File: src/rtl/otter_ex_operand_stage.sv
// Execute-stage operand register for the OTTER pipeline.
// Holds one decoded instruction and resolves its register operands with
// MEM/WB forwarding. It selects the ALU operand sources and counts the
// cycles it spends back-pressured.
module otter_ex_operand_stage #(
  parameter int STALL_CNT_W = 16
) (
  input  logic                   CLK,
  input  logic                   RST_N,
  // decode side
  input  logic                   id_valid,
  output logic                   id_ready,
  input  logic [31:0]            id_rs1_data,
  input  logic [31:0]            id_rs2_data,
  input  logic [31:0]            id_imm,
  input  logic [31:0]            id_pc,
  input  logic [4:0]             id_rs1_addr,
  input  logic [4:0]             id_rs2_addr,
  input  logic [4:0]             id_rd_addr,
  input  logic                   id_reg_write,
  input  logic                   id_srcA_sel,
  input  logic [1:0]             id_srcB_sel,
  input  logic [3:0]             id_alu_fun,
  // forwarding sources
  input  logic                   mem_reg_write,
  input  logic [4:0]             mem_rd_addr,
  input  logic [31:0]            mem_result,
  input  logic                   wb_reg_write,
  input  logic [4:0]             wb_rd_addr,
  input  logic [31:0]            wb_result,
  // control
  input  logic                   flush,
  // execute side
  output logic                   ex_valid,
  input  logic                   ex_ready,
  output logic [31:0]            alu_a,
  output logic [31:0]            alu_b,
  output logic [3:0]             alu_fun,
  output logic [31:0]            ex_rs2,
  output logic [4:0]             ex_rd_addr,
  output logic                   ex_reg_write,
  output logic [31:0]            ex_pc,
  output logic [STALL_CNT_W-1:0] stall_cnt
);

  localparam logic [STALL_CNT_W-1:0] CNT_ONE = STALL_CNT_W'(1);

  logic                   valid_reg;
  logic [31:0]            rs1_data_reg;
  logic [31:0]            rs2_data_reg;
  logic [31:0]            imm_reg;
  logic [31:0]            pc_reg;
  logic [4:0]             rs1_addr_reg;
  logic [4:0]             rs2_addr_reg;
  logic [4:0]             rd_addr_reg;
  logic                   reg_write_reg;
  logic                   src_a_sel_reg;
  logic [1:0]             src_b_sel_reg;
  logic [3:0]             alu_fun_reg;
  logic [STALL_CNT_W-1:0] stall_cnt_reg;

  logic                   capture;
  logic                   stalled;
  logic [31:0]            rs1_fwd;
  logic [31:0]            rs2_fwd;

  // The slot is free when it is empty or its occupant leaves this cycle.
  assign id_ready = !valid_reg || ex_ready;
  assign capture  = id_valid && id_ready && !flush;
  assign stalled  = valid_reg && !ex_ready;

  // Occupancy: flush beats capture; an accepted occupant leaves unless it is replaced.
  always_ff @(posedge CLK or negedge RST_N) begin
    if (!RST_N) begin
      valid_reg <= 1'b0;
    end else if (flush) begin
      valid_reg <= 1'b0;
    end else if (capture) begin
      valid_reg <= 1'b1;
    end else if (ex_ready) begin
      valid_reg <= 1'b0;
    end
  end

  // Instruction fields load only on capture, so they stay frozen during a stall.
  always_ff @(posedge CLK or negedge RST_N) begin
    if (!RST_N) begin
      rs1_data_reg  <= '0;
      rs2_data_reg  <= '0;
      imm_reg       <= '0;
      pc_reg        <= '0;
      rs1_addr_reg  <= '0;
      rs2_addr_reg  <= '0;
      rd_addr_reg   <= '0;
      reg_write_reg <= 1'b0;
      src_a_sel_reg <= 1'b0;
      src_b_sel_reg <= '0;
      alu_fun_reg   <= '0;
    end else if (capture) begin
      rs1_data_reg  <= id_rs1_data;
      rs2_data_reg  <= id_rs2_data;
      imm_reg       <= id_imm;
      pc_reg        <= id_pc;
      rs1_addr_reg  <= id_rs1_addr;
      rs2_addr_reg  <= id_rs2_addr;
      rd_addr_reg   <= id_rd_addr;
      reg_write_reg <= id_reg_write;
      src_a_sel_reg <= id_srcA_sel;
      src_b_sel_reg <= id_srcB_sel;
      alu_fun_reg   <= id_alu_fun;
    end
  end

  // Back-pressure cycle counter, stops at all ones instead of wrapping.
  always_ff @(posedge CLK or negedge RST_N) begin
    if (!RST_N) begin
      stall_cnt_reg <= '0;
    end else if (stalled && (stall_cnt_reg != '1)) begin
      stall_cnt_reg <= stall_cnt_reg + CNT_ONE;
    end
  end

  // Forwarding from the held entry: WB is applied first so that MEM, the
  // younger result, overrides it. Register x0 is never forwarded.
  always_comb begin
    rs1_fwd = rs1_data_reg;
    rs2_fwd = rs2_data_reg;
    if (wb_reg_write && (wb_rd_addr != 5'd0) && (wb_rd_addr == rs1_addr_reg)) begin
      rs1_fwd = wb_result;
    end
    if (mem_reg_write && (mem_rd_addr != 5'd0) && (mem_rd_addr == rs1_addr_reg)) begin
      rs1_fwd = mem_result;
    end
    if (wb_reg_write && (wb_rd_addr != 5'd0) && (wb_rd_addr == rs2_addr_reg)) begin
      rs2_fwd = wb_result;
    end
    if (mem_reg_write && (mem_rd_addr != 5'd0) && (mem_rd_addr == rs2_addr_reg)) begin
      rs2_fwd = mem_result;
    end
  end

  // ALU operand source selection.
  always_comb begin
    alu_a = src_a_sel_reg ? pc_reg : rs1_fwd;
    alu_b = rs2_fwd;
    case (src_b_sel_reg)
      2'b00:   alu_b = rs2_fwd;
      2'b01:   alu_b = imm_reg;
      2'b10:   alu_b = 32'd4;
      default: alu_b = 32'd0;
    endcase
  end

  assign ex_valid     = valid_reg;
  assign alu_fun      = alu_fun_reg;
  assign ex_rs2       = rs2_fwd;
  assign ex_rd_addr   = rd_addr_reg;
  assign ex_reg_write = reg_write_reg;
  assign ex_pc        = pc_reg;
  assign stall_cnt    = stall_cnt_reg;

endmodule

File: config.mk
export PLATFORM = sky130hd
export DESIGN_NAME = otter_ex_operand_stage
export DESIGN_NICKNAME = d
export VERILOG_FILES = /design/src/rtl/otter_ex_operand_stage.sv
export SDC_FILE = /design/constraint.sdc
export NUM_CORES = 1
export LEC_CHECK = 0
export BUFFER_PORTS_ARGS = -buffer_cell sky130_fd_sc_hd__buf_4
export CORE_ASPECT_RATIO = 1.2
export CORE_MARGIN = 2
export CORE_UTILIZATION = 30
export CTS_BUF_LIST = sky130_fd_sc_hd__clkbuf_8
export CTS_CLUSTER_DIAMETER = 40
export DETAILED_ROUTE_END_ITERATION = 10
export PLACE_DENSITY_LB_ADDON = 0.05
export SLEW_MARGIN = 20
export SYNTH_ARGS = -nofsm -noshare
export SYNTH_HDL_FRONTEND = slang
export SYNTH_SLANG_ARGS = --single-unit
export TNS_END_PERCENT = 5
File: constraint.sdc
create_clock -name CLK -period 3.1 [get_ports CLK]
set_input_delay 0.465 -clock CLK [delete_from_list [all_inputs] [get_ports CLK]]
set_output_delay 0.465 -clock CLK [all_outputs]
set_load 0.005 [all_outputs]
==> impl_metrics.py <==
metrics = {
    "timing": {
        "hold_viol": 0,
        "timing.fmax_mhz": 330,
        "rsz0062_at_grt": "true",
        "final_max_slew_viol_count": 0,
        "tightestPinTransition_ps": 924,
        "slew_headroom_pct": 38.4,
        "period_share_pct": 97.8,
        "clock_skew_ps": 14.9,
        "setup_viol": 0,
        "finalCriticalPeriod_ps": 3030,
        "finalSetupTns_ps": 0,
    },
    "yosys": {
        "synth_nets": 1017,
        "synthCells": 784,
        "yosys.area_share.simple_pct": 7.80,
        "synth_largest_area_cell": "dfrtp_1",
        "synthAdderAreaFrac_pct": 0.140,
        "synth_cell_types": 47,
        "syn_area_um2": 8920,
        "async_flop_share_pct": 100,
        "synthFlopType": "dfrtp_1",
        "synth-compound-area-share_pct": 13.2,
        "ys.warnings.count": 0,
        "synth_seq_cells": 168,
        "avgSynthCellArea_um2": 11.4,
        "ys_seq_area_share_pct": 47.1,
        "synth-edff-count": 0,
        "synth_xor_area_share_pct": 3.14,
        "synth_area_leaders": "dfrtp_1, mux2_2, mux2i_1, a21oi_1, a32oi_1",
        "synthMuxAreaShare_pct": 24.3,
        "synth_top_cell_area_share_pct": 47.1,
        "yosysMostFrequentCell": "dfrtp_1",
        "synth_top_family_by_area": "multiplexers",
        "yosys-top-cells-count": "dfrtp_1, mux2_2, mux2i_1, a21oi_1, nor2_1",
    },
    "placed_design": {
        "port_buffers": 387,
        "gp_congestion": 0.827,
        "dp_cells": 1525,
        "place_area_um2": 12300,
        "dp_hpwl_mm": 23.6,
    },
    "power_and_ir_drop": {
        "peakVddDrop_mv": 0.262,
        "p_per_area_nw_per_um2": 524,
        "finalPower_uw": 6820,
        "power.leakage_uw": 0.00568,
    },
    "floorplan": {
        "coreArea_um2": 29400,
        "fp-row-count": 69,
        "die_width_um": 161,
        "ioPinCount": 388,
        "die-height_um": 193,
        "start_util_pct": 30.3,
        "die_area_um2": 31100,
    },
    "clock_tree": {
        "clk_path_buf_depth": 2,
        "cts_tree": "done",
        "cts_root_buf": "clkbuf_8",
        "clk_pin_slew_worst_paths_ps": 100,
        "ctsHtreeMaxLevel": 4,
        "cts_sinks": 168,
        "cts_buffers": 17,
        "worstSkewPairLatency_ps": 470,
    },
    "run": {
        "maxCapViolCount": 0,
    },
    "routing": {
        "drc_errors": 0,
        "routed_wl_mm": 33.5,
        "antenna_left": 0,
        "viasPerCell": 4.94,
        "dr_total_vias": 7737,
        "first_pass_iters": 4,
        "wl_per_cell_um": 21.4,
        "drt_iter0_markers": 327,
    },
    "finish": {
        "drive_gt1_share_pct": 54.6,
        "n_fill_cell": 2938,
        "final_nets": 1397,
        "fin_area_um2": 13000,
        "fin_cells": 1567,
        "area_delta_synth_final_pct": 45.8,
        "antenna_cells": 0,
        "utilization_pct": 44.2,
    },
    "setup_path": {
        "crit_type": "flop to primary output",
        "end_kind": "primary output",
        "start_kind": "flop",
        "crit_required_ps": 2630,
        "critPathMaxFanout": 8,
        "worstPathArrival_ps": 2570,
    },
    "global_route": {
        "grt_use_met1_pct": 25.5,
        "grt_start_max_net_pins": 138,
        "met2_usage_pct": 36.4,
        "busiest_layer": "met2",
        "overflow": 0,
        "antenna_found_initial": 0,
        "grt_use_met3_pct": 6.22,
        "grt_pass1_wl_mm": 49.2,
        "grt_pass1_vias": 7998,
        "grt_usage_pct": 21.0,
    },
    "outcome": {
        "status": "finished, final reports clean",
    },
    "worst_hold_path": {
        "hold_class": "input pin to flop",
    },
}
per-layer routing:
metal	part of all wire (%)	up-vias
li1	-	3625
met1	41	3831
met2	51	256
met3	7.1	25
met4	1.6	0
met5	0	-
path summary, 6_finish.rpt:
| check | slack [ps] | depth (start not counted) | end | start |
|---|---|---|---|---|
| max in group asynchronous | 1840 | 3 | src_a_sel_reg | RST_N |
| min | 150 | 2 | ex_valid | flush |
| max reg2reg | 980 | 4 | rs2_data_reg[11] | ex_valid |
| max | 70 | 7 | alu_b[2] | rs2_addr_reg[4] |
| min reg2reg | 500 | 1 | stall_cnt[15] | stall_cnt[15] |
| min in group asynchronous | 470 | 2 | stall_cnt[8] | RST_N |
power by group:
group          switching [µW]  internal (µW)  total [µW]
Sequential                263           2560        2820
Combinational            1070           1370        2440
Clock                     887            670        1560
Total                    2220           4590        6820
worst max-delay path, cell delays in order, from the launching register on:
cell and delay [ps]:
dfrtp_1 430, or3_4 400, a2111oi_4 320, buf_6 210, buf_16 180, mux2i_2 280, o311ai_1 120, buf_4 170
cell usage in the layout, fill, tap and decap left out, types with 3 or more instances in the layout:
master        n
buf_4       403
dfrtp_1     167
mux2_2      135
a21oi_1      48
mux2i_1      44
nor2_1       39
nand2_1      32
o21ai_1      28
a32oi_1      28
xnor2_1      24
inv_1        24
clkbuf_8     19
mux2i_2      18
o21ai_0      17
nor3_1       15
nand2b_1     15
o31ai_1      14
a221oi_2     12
xor2_1        8
nand3_1       7
buf_12        7
clkinvlp_4    5
nand4_1       4
buf_6         4
mux2i_4       3
nor3_2        3
a221oi_4      3
area by class of cell:
| type | instances | area [µm²] | area share [%] |
|---|---|---|---|
| repair buffers | 419 | 3320 | 25.5 |
| multi-input cells | 537 | 4550 | 35.0 |
| inverters | 21 | 78.8 | 0.606 |
| well taps | 390 | 488 | 3.75 |
| flip-flops and latches | 168 | 4210 | 32.3 |
| clock inverters | 13 | 106 | 0.817 |
| clock buffers | 19 | 262 | 2.01 |
cell families (layout without fill, tap and decap cells):
logic type,Yosys count,count (layout)
flops,168,168
fa+ha+maj,1,1
mux,200,200
simple gates,140,141
xor+xnor,32,32
compound gates,163,163
buf+inv,80,472
stage by stage:
stage	hold WS (ps)	setup slack (ps)
final	149	67.8
after global routing	106	-102
after CTS	102	-42.1
after detailed placement	414	-166
after global placement	410	-108
after floorplan	169	699
repair_timing:
item,in CTS,in global routing
setup buffers,5,1
hold buffers,1,0
endpoints found under the hold margin,36,0
gates resized for setup,9,34
setup endpoints to repair,40,90
pin swaps,3,3
gates cloned,2,1
(Power assumes the default switching activity.)
